**config.mk**
```make
export PLATFORM = sky130hd
export DESIGN_NAME = mem_line_arbiter_flat
export DESIGN_NICKNAME = d
export VERILOG_FILES = /design/src/rtl/mem_line_arbiter_if.sv /design/src/rtl/mem_line_arbiter.sv /design/src/flat_wrapper.sv
export SDC_FILE = /design/constraint.sdc
export NUM_CORES = 1
export LEC_CHECK = 0
export CAP_MARGIN = 5
export CORE_AREA = 5 5 384 386
export CTS_CLUSTER_SIZE = 24
export DETAILED_ROUTE_END_ITERATION = 12
export DIE_AREA = 0 0 389 391
export HOLD_SLACK_MARGIN = 0.12
export PLACE_DENSITY_LB_ADDON = 0.2
export SLEW_MARGIN = 0
export SYNTH_ARGS = -nofsm -noshare
export SYNTH_HDL_FRONTEND = slang
export SYNTH_SLANG_ARGS = --single-unit
```
**constraint.sdc**
```tcl
create_clock -name clk -period 2.96 [get_ports clk]
set_clock_uncertainty 0.05 [all_clocks]
set_input_delay 0.888 -clock clk [delete_from_list [all_inputs] [get_ports clk]]
set_output_delay 0.888 -clock clk [all_outputs]
set_load 0.005 [all_outputs]
```
**src/rtl/mem_line_arbiter_if.sv**
```systemverilog
// rtl/mem_line_arbiter_if.sv - cache-client and pmem burst signals of the line arbiter
interface mem_line_arbiter_if #(
    parameter int LINE_W = 256,
    parameter int BEAT_W = 64
);
    logic              i_read_i;
    logic [31:0]       i_addr_i;
    logic [LINE_W-1:0] i_rdata_o;
    logic              i_resp_o;
    logic              d_read_i;
    logic              d_write_i;
    logic [31:0]       d_addr_i;
    logic [LINE_W-1:0] d_wdata_i;
    logic [LINE_W-1:0] d_rdata_o;
    logic              d_resp_o;
    logic              pmem_read_o;
    logic              pmem_write_o;
    logic [31:0]       pmem_addr_o;
    logic [BEAT_W-1:0] pmem_wdata_o;
    logic [BEAT_W-1:0] pmem_rdata_i;
    logic              pmem_resp_i;

    modport slave (
        input  i_read_i, i_addr_i, d_read_i, d_write_i, d_addr_i, d_wdata_i,
               pmem_rdata_i, pmem_resp_i,
        output i_rdata_o, i_resp_o, d_rdata_o, d_resp_o,
               pmem_read_o, pmem_write_o, pmem_addr_o, pmem_wdata_o
    );

    modport master (
        output i_read_i, i_addr_i, d_read_i, d_write_i, d_addr_i, d_wdata_i,
               pmem_rdata_i, pmem_resp_i,
        input  i_rdata_o, i_resp_o, d_rdata_o, d_resp_o,
               pmem_read_o, pmem_write_o, pmem_addr_o, pmem_wdata_o
    );
endinterface

```
**src/rtl/mem_line_arbiter.sv**
```systemverilog
// rtl/mem_line_arbiter.sv - I/D cache line arbiter serialising lines into 4-beat pmem bursts
module mem_line_arbiter #(
    parameter int LINE_W     = 256,
    parameter int BEAT_W     = 64,
    parameter int STARVE_MAX = 2
) (
    input  logic               clk,
    input  logic               rst,
    mem_line_arbiter_if.slave  bus
);
    localparam int NBEATS = LINE_W / BEAT_W;
    localparam int CW     = $clog2(NBEATS);
    localparam int SW     = $clog2(STARVE_MAX + 1);
    localparam logic [31:0] LINE_MASK = 32'hFFFF_FFE0;

    typedef enum logic [2:0] {IDLE, I_RD, D_RD, D_WR, DONE_I, DONE_D} state_t;

    state_t                         state_q, state_d;
    logic [CW-1:0]                  beat_q, beat_d;
    logic [NBEATS-1:0][BEAT_W-1:0]  line_q, line_d;
    logic [SW-1:0]                  streak_q, streak_d;
    logic [31:0]                    addr_q, addr_d;
    logic [NBEATS-1:0][BEAT_W-1:0]  wdata_beats;
    logic                           d_req;
    logic                           d_wins;

    assign wdata_beats = bus.d_wdata_i;
    assign d_req       = bus.d_read_i | bus.d_write_i;
    // D has priority until it has starved a waiting I request STARVE_MAX times in a row
    assign d_wins      = d_req && !(bus.i_read_i && (streak_q == SW'(STARVE_MAX)));

    always_ff @(posedge clk) begin
        if (!rst) begin
            state_q  <= IDLE;
            beat_q   <= '0;
            line_q   <= '0;
            streak_q <= '0;
            addr_q   <= '0;
        end else begin
            state_q  <= state_d;
            beat_q   <= beat_d;
            line_q   <= line_d;
            streak_q <= streak_d;
            addr_q   <= addr_d;
        end
    end

    always_comb begin
        state_d  = state_q;
        beat_d   = beat_q;
        line_d   = line_q;
        streak_d = streak_q;
        addr_d   = addr_q;
        case (state_q)
            IDLE: begin
                if (d_wins) begin
                    state_d = bus.d_write_i ? D_WR : D_RD;
                    addr_d  = bus.d_addr_i & LINE_MASK;
                    if (bus.i_read_i && (streak_q != SW'(STARVE_MAX))) begin
                        streak_d = streak_q + 1'b1;
                    end
                end else if (bus.i_read_i) begin
                    state_d  = I_RD;
                    addr_d   = bus.i_addr_i & LINE_MASK;
                    streak_d = '0;
                end
            end
            I_RD, D_RD, D_WR: begin
                if (bus.pmem_resp_i) begin
                    if (state_q != D_WR) begin
                        line_d[beat_q] = bus.pmem_rdata_i;
                    end
                    beat_d = beat_q + 1'b1;
                    if (beat_q == CW'(NBEATS - 1)) begin
                        beat_d  = '0;
                        state_d = (state_q == I_RD) ? DONE_I : DONE_D;
                    end
                end
            end
            DONE_I, DONE_D: state_d = IDLE;
            default:        state_d = IDLE;
        endcase
    end

    always_comb begin
        bus.pmem_read_o  = 1'b0;
        bus.pmem_write_o = 1'b0;
        bus.pmem_addr_o  = '0;
        bus.pmem_wdata_o = '0;
        bus.i_resp_o     = 1'b0;
        bus.d_resp_o     = 1'b0;
        bus.i_rdata_o    = '0;
        bus.d_rdata_o    = '0;
        case (state_q)
            I_RD, D_RD: begin
                bus.pmem_read_o = 1'b1;
                bus.pmem_addr_o = addr_q;
            end
            D_WR: begin
                bus.pmem_write_o = 1'b1;
                bus.pmem_addr_o  = addr_q;
                bus.pmem_wdata_o = wdata_beats[beat_q];
            end
            DONE_I: begin
                bus.i_resp_o  = 1'b1;
                bus.i_rdata_o = line_q;
            end
            DONE_D: begin
                bus.d_resp_o  = 1'b1;
                bus.d_rdata_o = line_q;
            end
            default: ;
        endcase
    end
endmodule

```
**src/flat_wrapper.sv**
```systemverilog
// flat-port wrapper written by rule: the top's interface ports become plain ports
module mem_line_arbiter_flat 
#(
    parameter int LINE_W     = 256,
    parameter int BEAT_W     = 64,
    parameter int STARVE_MAX = 2
)
  (clk, rst, bus_i_read_i, bus_i_addr_i, bus_d_read_i, bus_d_write_i, bus_d_addr_i, bus_d_wdata_i, bus_pmem_rdata_i, bus_pmem_resp_i, bus_i_rdata_o, bus_i_resp_o, bus_d_rdata_o, bus_d_resp_o, bus_pmem_read_o, bus_pmem_write_o, bus_pmem_addr_o, bus_pmem_wdata_o);
  mem_line_arbiter_if #(.LINE_W(LINE_W), .BEAT_W(BEAT_W)) bus_i ();
  input  logic clk;
  input  logic rst;
  input wire logic [$bits(bus_i.i_read_i)-1:0] bus_i_read_i;
  input wire logic [$bits(bus_i.i_addr_i)-1:0] bus_i_addr_i;
  input wire logic [$bits(bus_i.d_read_i)-1:0] bus_d_read_i;
  input wire logic [$bits(bus_i.d_write_i)-1:0] bus_d_write_i;
  input wire logic [$bits(bus_i.d_addr_i)-1:0] bus_d_addr_i;
  input wire logic [$bits(bus_i.d_wdata_i)-1:0] bus_d_wdata_i;
  input wire logic [$bits(bus_i.pmem_rdata_i)-1:0] bus_pmem_rdata_i;
  input wire logic [$bits(bus_i.pmem_resp_i)-1:0] bus_pmem_resp_i;
  output wire logic [$bits(bus_i.i_rdata_o)-1:0] bus_i_rdata_o;
  output wire logic [$bits(bus_i.i_resp_o)-1:0] bus_i_resp_o;
  output wire logic [$bits(bus_i.d_rdata_o)-1:0] bus_d_rdata_o;
  output wire logic [$bits(bus_i.d_resp_o)-1:0] bus_d_resp_o;
  output wire logic [$bits(bus_i.pmem_read_o)-1:0] bus_pmem_read_o;
  output wire logic [$bits(bus_i.pmem_write_o)-1:0] bus_pmem_write_o;
  output wire logic [$bits(bus_i.pmem_addr_o)-1:0] bus_pmem_addr_o;
  output wire logic [$bits(bus_i.pmem_wdata_o)-1:0] bus_pmem_wdata_o;
  assign bus_i.i_read_i = bus_i_read_i;
  assign bus_i.i_addr_i = bus_i_addr_i;
  assign bus_i.d_read_i = bus_d_read_i;
  assign bus_i.d_write_i = bus_d_write_i;
  assign bus_i.d_addr_i = bus_d_addr_i;
  assign bus_i.d_wdata_i = bus_d_wdata_i;
  assign bus_i.pmem_rdata_i = bus_pmem_rdata_i;
  assign bus_i.pmem_resp_i = bus_pmem_resp_i;
  assign bus_i_rdata_o = bus_i.i_rdata_o;
  assign bus_i_resp_o = bus_i.i_resp_o;
  assign bus_d_rdata_o = bus_i.d_rdata_o;
  assign bus_d_resp_o = bus_i.d_resp_o;
  assign bus_pmem_read_o = bus_i.pmem_read_o;
  assign bus_pmem_write_o = bus_i.pmem_write_o;
  assign bus_pmem_addr_o = bus_i.pmem_addr_o;
  assign bus_pmem_wdata_o = bus_i.pmem_wdata_o;
  mem_line_arbiter #(.LINE_W(LINE_W), .BEAT_W(BEAT_W), .STARVE_MAX(STARVE_MAX)) u_core (.clk(clk), .rst(rst), .bus(bus_i));
endmodule
```
==> flow_summary_export.csv <==
group,metric,value,unit
run_status,status,"finished with violations",
run_status,violations,"negative setup slack",
clocking,cts_buffers,40,
synthesis,ys_top_cells_by_area,"dfxtp_1, and2_1, mux2i_1",
pwr,p_comb_frac,0.370,
pwr,finalPower,0.0156,W
clocking,cts_root_buffer,"clkbuf_16",
synthesis,yosys_most_used_dff,"dfxtp_1",
sta,setup_viol,601,
pwr,p_leak,13.0,nW
sta,worst_slack,-529,ps
synthesis,ys_warn_count,0,
clocking,cts_tree,"yes",
floorplan,fp.dieW,389,um
pwr,switching_power,0.00517,W
route,viasPerCell,3.53,
setup_path,worstSetupPathType,"input pin to primary output",
route,drcViolationCount,0,
cells_and_area,layout-drive-gt1-share,0.161,
pwr,seq_power_share,0.305,
cells_and_area,regArea,5820,um^2
sta,rsz0062_at_grt,"true",
clocking,hold_buffers,0,
synthesis,netlist.top_cell.by_area,"dfxtp_1",
cells_and_area,n_fill_cell,15800,
route,vias,17100,
floorplan,ioPinCount,1002,
pwr,ir_drop,321,uV
place,port-buffer-count,986,
grt,grt_util_all_layers,0.142,
synthesis,synth-edff-count,0,
synthesis,synth_top_area_frac,0.352,
sta,worst_slew_pin_slew,619,ps
clocking,clkSlewWorstSetupHoldPaths,50,ps
synthesis,ys_seq_area_frac,0.352,
route,wirelength,113000,um
pwr,sw_frac_of_total,0.332,
sta,post-route-min-period,3490,ps
route,drt-initial-drc-count,779,
synthesis,synthCells,1858,
route,first_pass_iters,4,
sta,slew_headroom,0.586,
clocking,clkLatencyLatePin,560,ps
setup_path,startpoint_type,"input pin",
clocking,cts.sinks,290,
synthesis,ys_ff_latch,290,
pwr,clkPwrFrac,0.324,
route,ant_nets,0,
cells_and_area,nets,3296,
floorplan,core_area,143000,um^2
grt,grt-ovfl-total,0,
floorplan,die-area,152000,um^2
grt,grt_pass1_vias,17800,
sta,period_share,1.18,
floorplan,die_h,391,um
pwr,internal_power,0.0104,W
route,post_drt_wl_per_cell,23.3,um
cells_and_area,mostFrequentLayoutCells,"clkdlybuf4s50_1, and2_1, nand2_1",
hold_path,hold_class,"flop to flop",
clocking,cts_buffer_depth,3,
cells_and_area,layout_commonest_cell,"clkdlybuf4s50_1",
floorplan,rows,139,
floorplan,initial_utilization,0.115,
clocking,cts_max_level,2,
place,gp_congestion,0.980,
setup_path,cp-end-kind,"primary output",
grt,grt_first_pass_wirelength,152000,um
synthesis,async_flop_share,0,
synthesis,netlist_area,16500,um^2
flow_run,max-cap-violations,0,
sta,timing.hold.ws,417,ps
sta,slew_viol_final,0,
pwr,cellPowerDensity,496,nW/um^2
sta,finalSetupTns,-191290,ps
place,dp_hpwl,92400,um
grt,grt_start_max_net_pins,55,
cells_and_area,multiInputGateArea,10100,um^2
grt,antenna_found_initial,21,
setup_path,arrival,2550,ps
synthesis,synth_cell_type_count,34,
setup_path,cp.required,2020,ps
sta,hold_violations,0,
setup_path,cp_max_fo,2,
cells_and_area,area_delta_synth_final,90.7,%
sta,clock.fmax,287,MHz
synthesis,syn_avg_cell_area,8.88,um^2
place,dpl_worst_slack,-811,ps
[cells in the mapped netlist, types with 2 or more instances]
master,instances
buf_4,11
nor2_1,3
clkbuf_1,119
o21ai_0,27
inv_1,5
buf_6,22
a21boi_0,3
nand2_4,3
nand2_1,379
a21oi_1,3
nand3_1,3
and2_1,539
and3_1,2
dfxtp_1,290
mux4_2,64
mux2i_1,257
buf_2,11
nor3_1,4
a31oi_1,27
nor2b_1,68
ha_1,5
[state kept, by name, indices dropped and copies added, names as in the netlist]
register	flops
u_core.streak_q	2
u_core.beat_q	2
u_core.state_q	3
u_core.addr_q	27
u_core.line_q	256
[worst paths after layout]
check | startpoint | end | slack (ps) | depth (start not counted)
worst max-delay path | bus_d_wdata_i[228] | bus_pmem_wdata_o[36] | -530 | 4
worst min-delay path | u_core.line_q[60] | u_core.line_q[60] | 420 | 2
worst max register to register | u_core.state_q[1] | u_core.line_q[210] | 840 | 8
worst min register to register | u_core.line_q[60] | u_core.line_q[60] | 420 | 2
[power groups by stage]
stage / Sequential (W) / Combinational, W / Clock [W]
floorplan: 0.00461 / 0.00239 / 0
finish: 0.00477 / 0.00578 / 0.00506
detailed placement: 0.00488 / 0.00497 / 0
global placement: 0.00487 / 0.00499 / 0
global route: 0.00483 / 0.00620 / 0.00544
CTS: 0.00477 / 0.00584 / 0.00531
[area by class of cell]
type                    count  share of cell area
flip-flops and latches    290               0.185
clock inverters            18             0.00680
well taps                1903              0.0757
multi-input cells        1403               0.320
repair buffers           1161               0.375
clock buffers              56              0.0370
diodes                      4            0.000318
inverters                   5            0.000597
[routing by layer]
layer / track usage / wire length, um
met5: 0 / 26
met4: 0.0212 / 1300
met3: 0.0322 / 6550
met2: 0.237 / 53000
met1: 0.190 / 51800
[worst max-delay path, cell delays in order]
cell	delay, ps
clkdlybuf4s50_1	410
mux4_2	600
nor2b_1	180
clkdlybuf4s50_1	460
[cell families (layout without fill, tap and decap cells)]
logic type / Yosys count / count (layout) / synth area share
buf+inv: 169 / 1240 / 0.0518
mux: 321 / 321 / 0.243
simple gates: 1007 / 1007 / 0.326
compound gates: 64 / 64 / 0.0228
other cells: 1 / 9 / 0.000227
fa+ha+maj: 5 / 5 / 0.00379
xor+xnor: 1 / 1 / 0.000531
flops: 290 / 290 / 0.352
[through the flow]
stage	instances	cell area [um^2]	util
finish	4840	31500	0.220
global route	4838	31400	0.220
detailed placement	4691	29100	0.204
floorplan	1862	16500	-
global placement	4691	29100	0.204
CTS	4832	31400	0.219
[timing repair]
item / CTS / global route
pin swaps: 7 / 1
endpoints found under the setup margin: 606 / 607
setup buffers: 59 / 5
gates cloned: 8 / 0
resized for setup: 535 / 58
Power figures use the tool's default switching activity.
